**src/rtl/act_interp_pkg.sv**
```systemverilog
// act_pkg: shared widths, saturation limits and activation table contents
package act_pkg;
  localparam int DATA_W_D = 8;
  localparam int ADDR_W_D = 4;
  localparam int FRAC_W_D = DATA_W_D - ADDR_W_D;
  function automatic int sat_hi(int w);
    return (1 << (w - 1)) - 1;
  endfunction
  function automatic int sat_lo(int w);
    return -(1 << (w - 1));
  endfunction
  // identity-slope table: upper half of the index range maps to negative samples
  function automatic int lut_entry(int i, int addr_w, int frac_w);
    return (i < (1 << (addr_w - 1))) ? (i << frac_w) : (i << frac_w) - (1 << (addr_w + frac_w));
  endfunction
endpackage

```
**src/rtl/act_interp_if.sv**
```systemverilog
// act_interp_if: sample-in / result-out handshake bundle
interface act_interp_if
  import act_pkg::*;
#(
  parameter int DATA_W = DATA_W_D
) ();
  logic                     in_valid;
  logic                     in_ready;
  logic signed [DATA_W-1:0] x_in;
  logic                     out_valid;
  logic                     out_ready;
  logic signed [DATA_W-1:0] y_out;
  modport slave (input in_valid, x_in, out_ready, output in_ready, out_valid, y_out);
  modport master (output in_valid, x_in, out_ready, input in_ready, out_valid, y_out);
endinterface

```
**src/rtl/act_interp_lut.sv**
```systemverilog
// act_lut: combinational activation table read of base and next entry
module act_lut
  import act_pkg::*;
#(
  parameter int DATA_W = DATA_W_D,
  parameter int ADDR_W = ADDR_W_D,
  parameter int FRAC_W = FRAC_W_D
) (
  input  logic [ADDR_W-1:0]        i_addr,
  output logic signed [DATA_W-1:0] o_base,
  output logic signed [DATA_W-1:0] o_next_data
);
  localparam logic [ADDR_W-1:0] TOP_POS = {1'b0, {(ADDR_W-1){1'b1}}};
  logic signed [DATA_W-1:0] w_tab [2**ADDR_W];
  logic [ADDR_W-1:0]        w_next_addr;
  for (genvar i = 0; i < 2**ADDR_W; i++) begin : g_tab
    assign w_tab[i] = DATA_W'(lut_entry(i, ADDR_W, FRAC_W));
  end
  // next entry wraps from the last index to 0, but clamps at the most positive index
  always_comb begin
    w_next_addr = (i_addr == TOP_POS) ? i_addr : i_addr + ADDR_W'(1);
    o_base      = w_tab[i_addr];
    o_next_data = w_tab[w_next_addr];
  end
endmodule

```
**src/rtl/act_interp.sv**
```systemverilog
// act_interp: 3-stage piecewise-linear activation with saturation and stall
module act_interp
  import act_pkg::*;
#(
  parameter int DATA_W = DATA_W_D,
  parameter int ADDR_W = ADDR_W_D
) (
  input logic         clk,
  input logic         rst,
  act_interp_if.slave bus
);
  localparam int FRAC_W = DATA_W - ADDR_W;
  localparam logic signed [DATA_W:0] Y_HI = (DATA_W+1)'(sat_hi(DATA_W));
  localparam logic signed [DATA_W:0] Y_LO = (DATA_W+1)'(sat_lo(DATA_W));
  logic                         w_en;
  logic                         r_v1, r_v2, r_ov;
  logic [ADDR_W-1:0]            r_addr;
  logic [FRAC_W-1:0]            r_frac1, r_frac2;
  logic signed [DATA_W-1:0]     r_base, r_next, r_y;
  logic signed [DATA_W-1:0]     w_base, w_next, w_y;
  logic signed [DATA_W:0]       w_diff, w_sum;
  logic signed [DATA_W+FRAC_W:0] w_prod;
  assign w_en          = !r_ov || bus.out_ready;
  assign bus.in_ready  = w_en;
  assign bus.out_valid = r_ov;
  assign bus.y_out     = r_y;
  act_lut #(
    .DATA_W (DATA_W),
    .ADDR_W (ADDR_W),
    .FRAC_W (FRAC_W)
  ) u_lut (
    .i_addr      (r_addr),
    .o_base      (w_base),
    .o_next_data (w_next)
  );
  // interpolate between table entries, then clamp to the sample range
  always_comb begin
    w_diff = {r_next[DATA_W-1], r_next} - {r_base[DATA_W-1], r_base};
    w_prod = w_diff * $signed({1'b0, r_frac2});
    w_sum  = {r_base[DATA_W-1], r_base} + (DATA_W+1)'(w_prod >>> FRAC_W);
    w_y    = (w_sum > Y_HI) ? Y_HI[DATA_W-1:0] : (w_sum < Y_LO) ? Y_LO[DATA_W-1:0] : w_sum[DATA_W-1:0];
  end
  // valid chain and result register; reset discards anything in flight
  always_ff @(posedge clk or negedge rst) begin
    if (!rst) begin
      r_v1 <= 1'b0;
      r_v2 <= 1'b0;
      r_ov <= 1'b0;
      r_y  <= '0;
    end else if (w_en) begin
      r_v1 <= bus.in_valid;
      r_v2 <= r_v1;
      r_ov <= r_v2;
      r_y  <= w_y;
    end
  end
  // data stages follow the same enable; their contents are qualified by the valid chain
  always_ff @(posedge clk) begin
    if (w_en) begin
      r_addr  <= bus.x_in[DATA_W-1:FRAC_W];
      r_frac1 <= bus.x_in[FRAC_W-1:0];
      r_base  <= w_base;
      r_next  <= w_next;
      r_frac2 <= r_frac1;
    end
  end
endmodule
```
**src/flat_wrapper.sv**
```systemverilog
// flat-port wrapper written by rule: the top's interface ports become plain ports
module act_interp_flat import act_pkg::*;
#(
  parameter int DATA_W = DATA_W_D,
  parameter int ADDR_W = ADDR_W_D
)
  (clk, rst, bus_in_valid, bus_x_in, bus_out_ready, bus_in_ready, bus_out_valid, bus_y_out);
  act_interp_if #(.DATA_W(DATA_W)) bus_i ();
  input logic clk;
  input logic rst;
  input wire logic [$bits(bus_i.in_valid)-1:0] bus_in_valid;
  input wire logic [$bits(bus_i.x_in)-1:0] bus_x_in;
  input wire logic [$bits(bus_i.out_ready)-1:0] bus_out_ready;
  output wire logic [$bits(bus_i.in_ready)-1:0] bus_in_ready;
  output wire logic [$bits(bus_i.out_valid)-1:0] bus_out_valid;
  output wire logic [$bits(bus_i.y_out)-1:0] bus_y_out;
  assign bus_i.in_valid = bus_in_valid;
  assign bus_i.x_in = bus_x_in;
  assign bus_i.out_ready = bus_out_ready;
  assign bus_in_ready = bus_i.in_ready;
  assign bus_out_valid = bus_i.out_valid;
  assign bus_y_out = bus_i.y_out;
  act_interp #(.DATA_W(DATA_W), .ADDR_W(ADDR_W)) u_core (.clk(clk), .rst(rst), .bus(bus_i));
endmodule
```
**config.mk**
```make
export PLATFORM = sky130hd
export DESIGN_NAME = act_interp_flat
export DESIGN_NICKNAME = d
export VERILOG_FILES = /design/src/rtl/act_interp_pkg.sv /design/src/rtl/act_interp_if.sv /design/src/rtl/act_interp_lut.sv /design/src/rtl/act_interp.sv /design/src/flat_wrapper.sv
export SDC_FILE = /design/constraint.sdc
export NUM_CORES = 1
export LEC_CHECK = 0
export ABC_AREA = 1
export BUFFER_PORTS_ARGS = -buffer_cell sky130_fd_sc_hd__buf_2
export CORE_MARGIN = 2
export CORE_UTILIZATION = 45
export CTS_BUF_LIST = sky130_fd_sc_hd__clkbuf_16
export DETAILED_ROUTE_END_ITERATION = 8
export REMOVE_ABC_BUFFERS = 1
export SLEW_MARGIN = 10
export SYNTH_ARGS = -nofsm -noshare
export SYNTH_HDL_FRONTEND = slang
export SYNTH_HIERARCHICAL = 1
export SYNTH_SLANG_ARGS = --single-unit
```
**constraint.sdc**
```tcl
create_clock -name clk -period 5.2 [get_ports clk]
set_input_delay 1.04 -clock clk [delete_from_list [all_inputs] [get_ports clk]]
set_output_delay 1.04 -clock clk [all_outputs]
set_load 0.01 [all_outputs]
```
==> key figures <==
CTS
  – CTS Buffer Depth: 2
  – Sink Count: 39
  – Clock slew seen by the registers of the worst setup and hold paths: roughly 60 ps
  – Clock Latency Late Sink: between 200 and 300 ps
  – Total CTS buffers: 5
  – CTS tree: built
  – H-tree levels: 2
  – CTS Root Cell: clkbuf_16

Global route
  – First-pass GRT wire length: around 13000 um
  – Global-route usage over all layers: 0.187
  – Initial antenna violation count: 0
  – Number of global-route vias before repair: approximately 2900
  – Gr ovfl total: 0
  – Pin count of the biggest net entering global routing: between 40 and 50

Floorplan
  – Die W: between 90 and 100 um
  – CORE AREA: between 7000 and 8000 sq um
  – Die H: 91.4 um
  – Initial core utilization: 0.469
  – # IOs: 22
  – Die area: between 8000 and 9000 sq um
  – Cell row count: 31

Drt
  – DR vias/cell: between 4 and 5
  – Vias: between 2000 and 3000
  – DRC: 0
  – DRT iter0 DRCs: 105
  – DR WL/cell: between 10 and 15 um
  – Final ANT Viol Nets: 0
  – 1st-pass router iterations: 5
  – DRT Wirelength: roughly 7500 um

Placement
  – Post-DP HPWL: between 5000 and 6000 um
  – Setup WS pre-CTS: -985 ps
  – Port buffer count: 21
  – RD Place Congestion: between 0.8 and 0.9
  – DP Area: 4090 sq um

Cells and area
  – Most frequent cells in the layout: 82 x buf_4, 79 x inv_1, 63 x nand2_1
  – Most common cell after layout, fill and taps aside: buf_4
  – Fin area: around 4700 sq um
  – Area added between synthesis and finish: 37.9%
  – Nets@finish: roughly 580
  – Share of cells above drive strength 1: 0.370
  – Number of diodes: 0

STA
  – Period utilization: 1.11
  – Max Clock Freq: between 0.15 and 0.2 GHz
  – Final clock skew: ~1.9 ps
  – Slew @ Worst Pin: ~500 ps
  – RSZ-0062 raised after global routing: true
  – Rel. slew slack: 0.665
  – Setup violators final: 8
  – Hold Slack: between 400 and 500 ps
  – PnR worst setup slack: -565 ps
  – Slew Viols, Final: 0
  – Hold Vio Cnt, Final: 0
  – Min cycle time layout: between 5000 and 6000 ps

Worst setup path
  – Crit path capture type: flop
  – Slowest CP cell: fa_1
  – Crit-path most repeated cell: buf_4
  – CP Launch Type: flop
  – Setup CP Type: flop to flop
  – Worst-path fanout max: 5
  – Max incr delay on CP: ~610 ps
  – CP arrival: ~5900 ps
  – Critical path data required time: 5370 ps

Run status
  – Run status: complete, but fails checks
  – Violated checks: negative setup slack

Synthesis
  – Synthesized area: approximately 3400 sq um
  – Syn_area_per_cell: about 8.5 sq um
  – Sequential area share after synthesis: 0.324
  – Seq cells post-synth: 39
  – Synth cell types: 32
  – Cells after Synth: about 400
  – Syn. warnings: 6

Hold path
  – Hold crit path type: flop to flop

Flow run
  – Max cap viols: 0
[final timing paths]
| kind | start | end | slack (ps) | cells after the start |
|---|---|---|---|---|
| worst max-delay path | u_core/r_base[1]$_DFFE_PP_ | u_core/bus.y_out[5]$_DFFE_PN0P_ | -560 | 33 |
| worst min-delay path | u_core/r_frac1[2]$_DFFE_PP_ | u_core/r_frac2[2]$_DFFE_PP_ | 420 | 0 |
| worst max register to register | u_core/r_base[1]$_DFFE_PP_ | u_core/bus.y_out[5]$_DFFE_PN0P_ | -560 | 33 |
| worst min register to register | u_core/r_frac1[2]$_DFFE_PP_ | u_core/r_frac2[2]$_DFFE_PP_ | 420 | 0 |
| max in group asynchronous | rst | u_core/bus.y_out[5]$_DFFE_PN0P_ | 4390 | 1 |
| min in group asynchronous | rst | u_core/bus.y_out[4]$_DFFE_PN0P_ | 620 | 1 |
[worst max-delay path: cells and delay by family, from the launching register on]
family	cells	cell delay, ps
flops	1	380
fa+ha+maj	6	2230
xor+xnor	3	460
compound gates	5	650
buf+inv	7	770
simple gates	12	1180
[synth_stat cells]
cell	number	share of area
nand3_1	14	0.020
xor2_1	14	0.036
clkbuf_1	1	0.0011
a21o_1	1	0.0022
dfrtp_1	11	0.080
o211ai_1	1	0.0022
nand2_2	5	0.0091
nand3_2	7	0.020
and2_1	1	0.0018
a41o_1	1	0.0029
conb_1	1	0.0011
fa_1	19	0.11
a31oi_1	1	0.0018
nor2_2	1	0.0018
nand3b_1	1	0.0022
nor3_1	2	0.0029
nand2_4	1	0.0033
nor2_1	43	0.047
edfxtp_1	28	0.24
a21boi_0	1	0.0022
a211oi_1	1	0.0022
inv_1	83	0.091
inv_2	1	0.0011
ha_1	38	0.14
a21oi_1	19	0.028
xnor2_1	5	0.013
buf_4	12	0.026
nand4_1	3	0.0055
o21ai_0	6	0.0087
nand2_1	77	0.084
a21oi_2	2	0.0051
or2_2	3	0.0055
[metrics by stage]
step / setup TNS (ps) / util / std cells
after global placement: -7040 / 0.558 / 583
after detailed placement: -7670 / 0.558 / 583
after floorplan: -4280 / - / 398
final: -4420 / 0.647 / 610
after global routing: -7010 / 0.647 / 610
after CTS: -3460 / 0.622 / 601
[cell type report]
type | instances | area [sq um]
Fill cell | 597 | 2590
Multi-Input combinational cell | 275 | 2290
Sequential cell | 39 | 1120
Timing Repair Buffer | 105 | 743
Inverter | 84 | 323
Clock buffer | 5 | 125
Tap cell | 99 | 124
Clock inverter | 3 | 20.0
[sequential cells by signal, indices dropped and copies added, names as in the netlist]
name,count
u_core/r_base,8
u_core/r_next,8
u_core/r_addr,4
u_core/r_frac1,4
u_core/r_v2,1
u_core/r_frac2,4
u_core/bus.out_valid,1
u_core/bus.y_out,8
u_core/r_v1,1
[layer usage]
metal | track usage | wire, um | vias to the layer above
met2 | 0.315 | 3710 | 53
met1 | 0.258 | 3450 | 1351
met4 | 0.0417 | 108 | 0
li1 | - | - | 1452
met3 | 0.0241 | 203 | 11
met5 | 0 | 0 | -
[cells by family (layout without fill, tap and decap cells)]
group | after synthesis | after routing | synth area share
other | 1 | 8 | 0.00109
and+or+nand+nor | 158 | 158 | 0.204
buffers and inverters | 97 | 197 | 0.119
adders and majority gates | 57 | 57 | 0.249
DFF | 39 | 39 | 0.324
xor gates and xnor gates | 19 | 19 | 0.0484
AOI/OAI and AO/OA | 33 | 33 | 0.0549
[what timing repair did]
action	CTS	global route
pin swaps	41	34
endpoints found under the hold margin	0	0
hold buffers	0	0
setup buffers	10	9
gates resized for setup	49	28
setup endpoints to repair	8	8
Power is not shown: default switching activity piles up to over one toggle a cycle in this logic, so the estimate is an artifact.
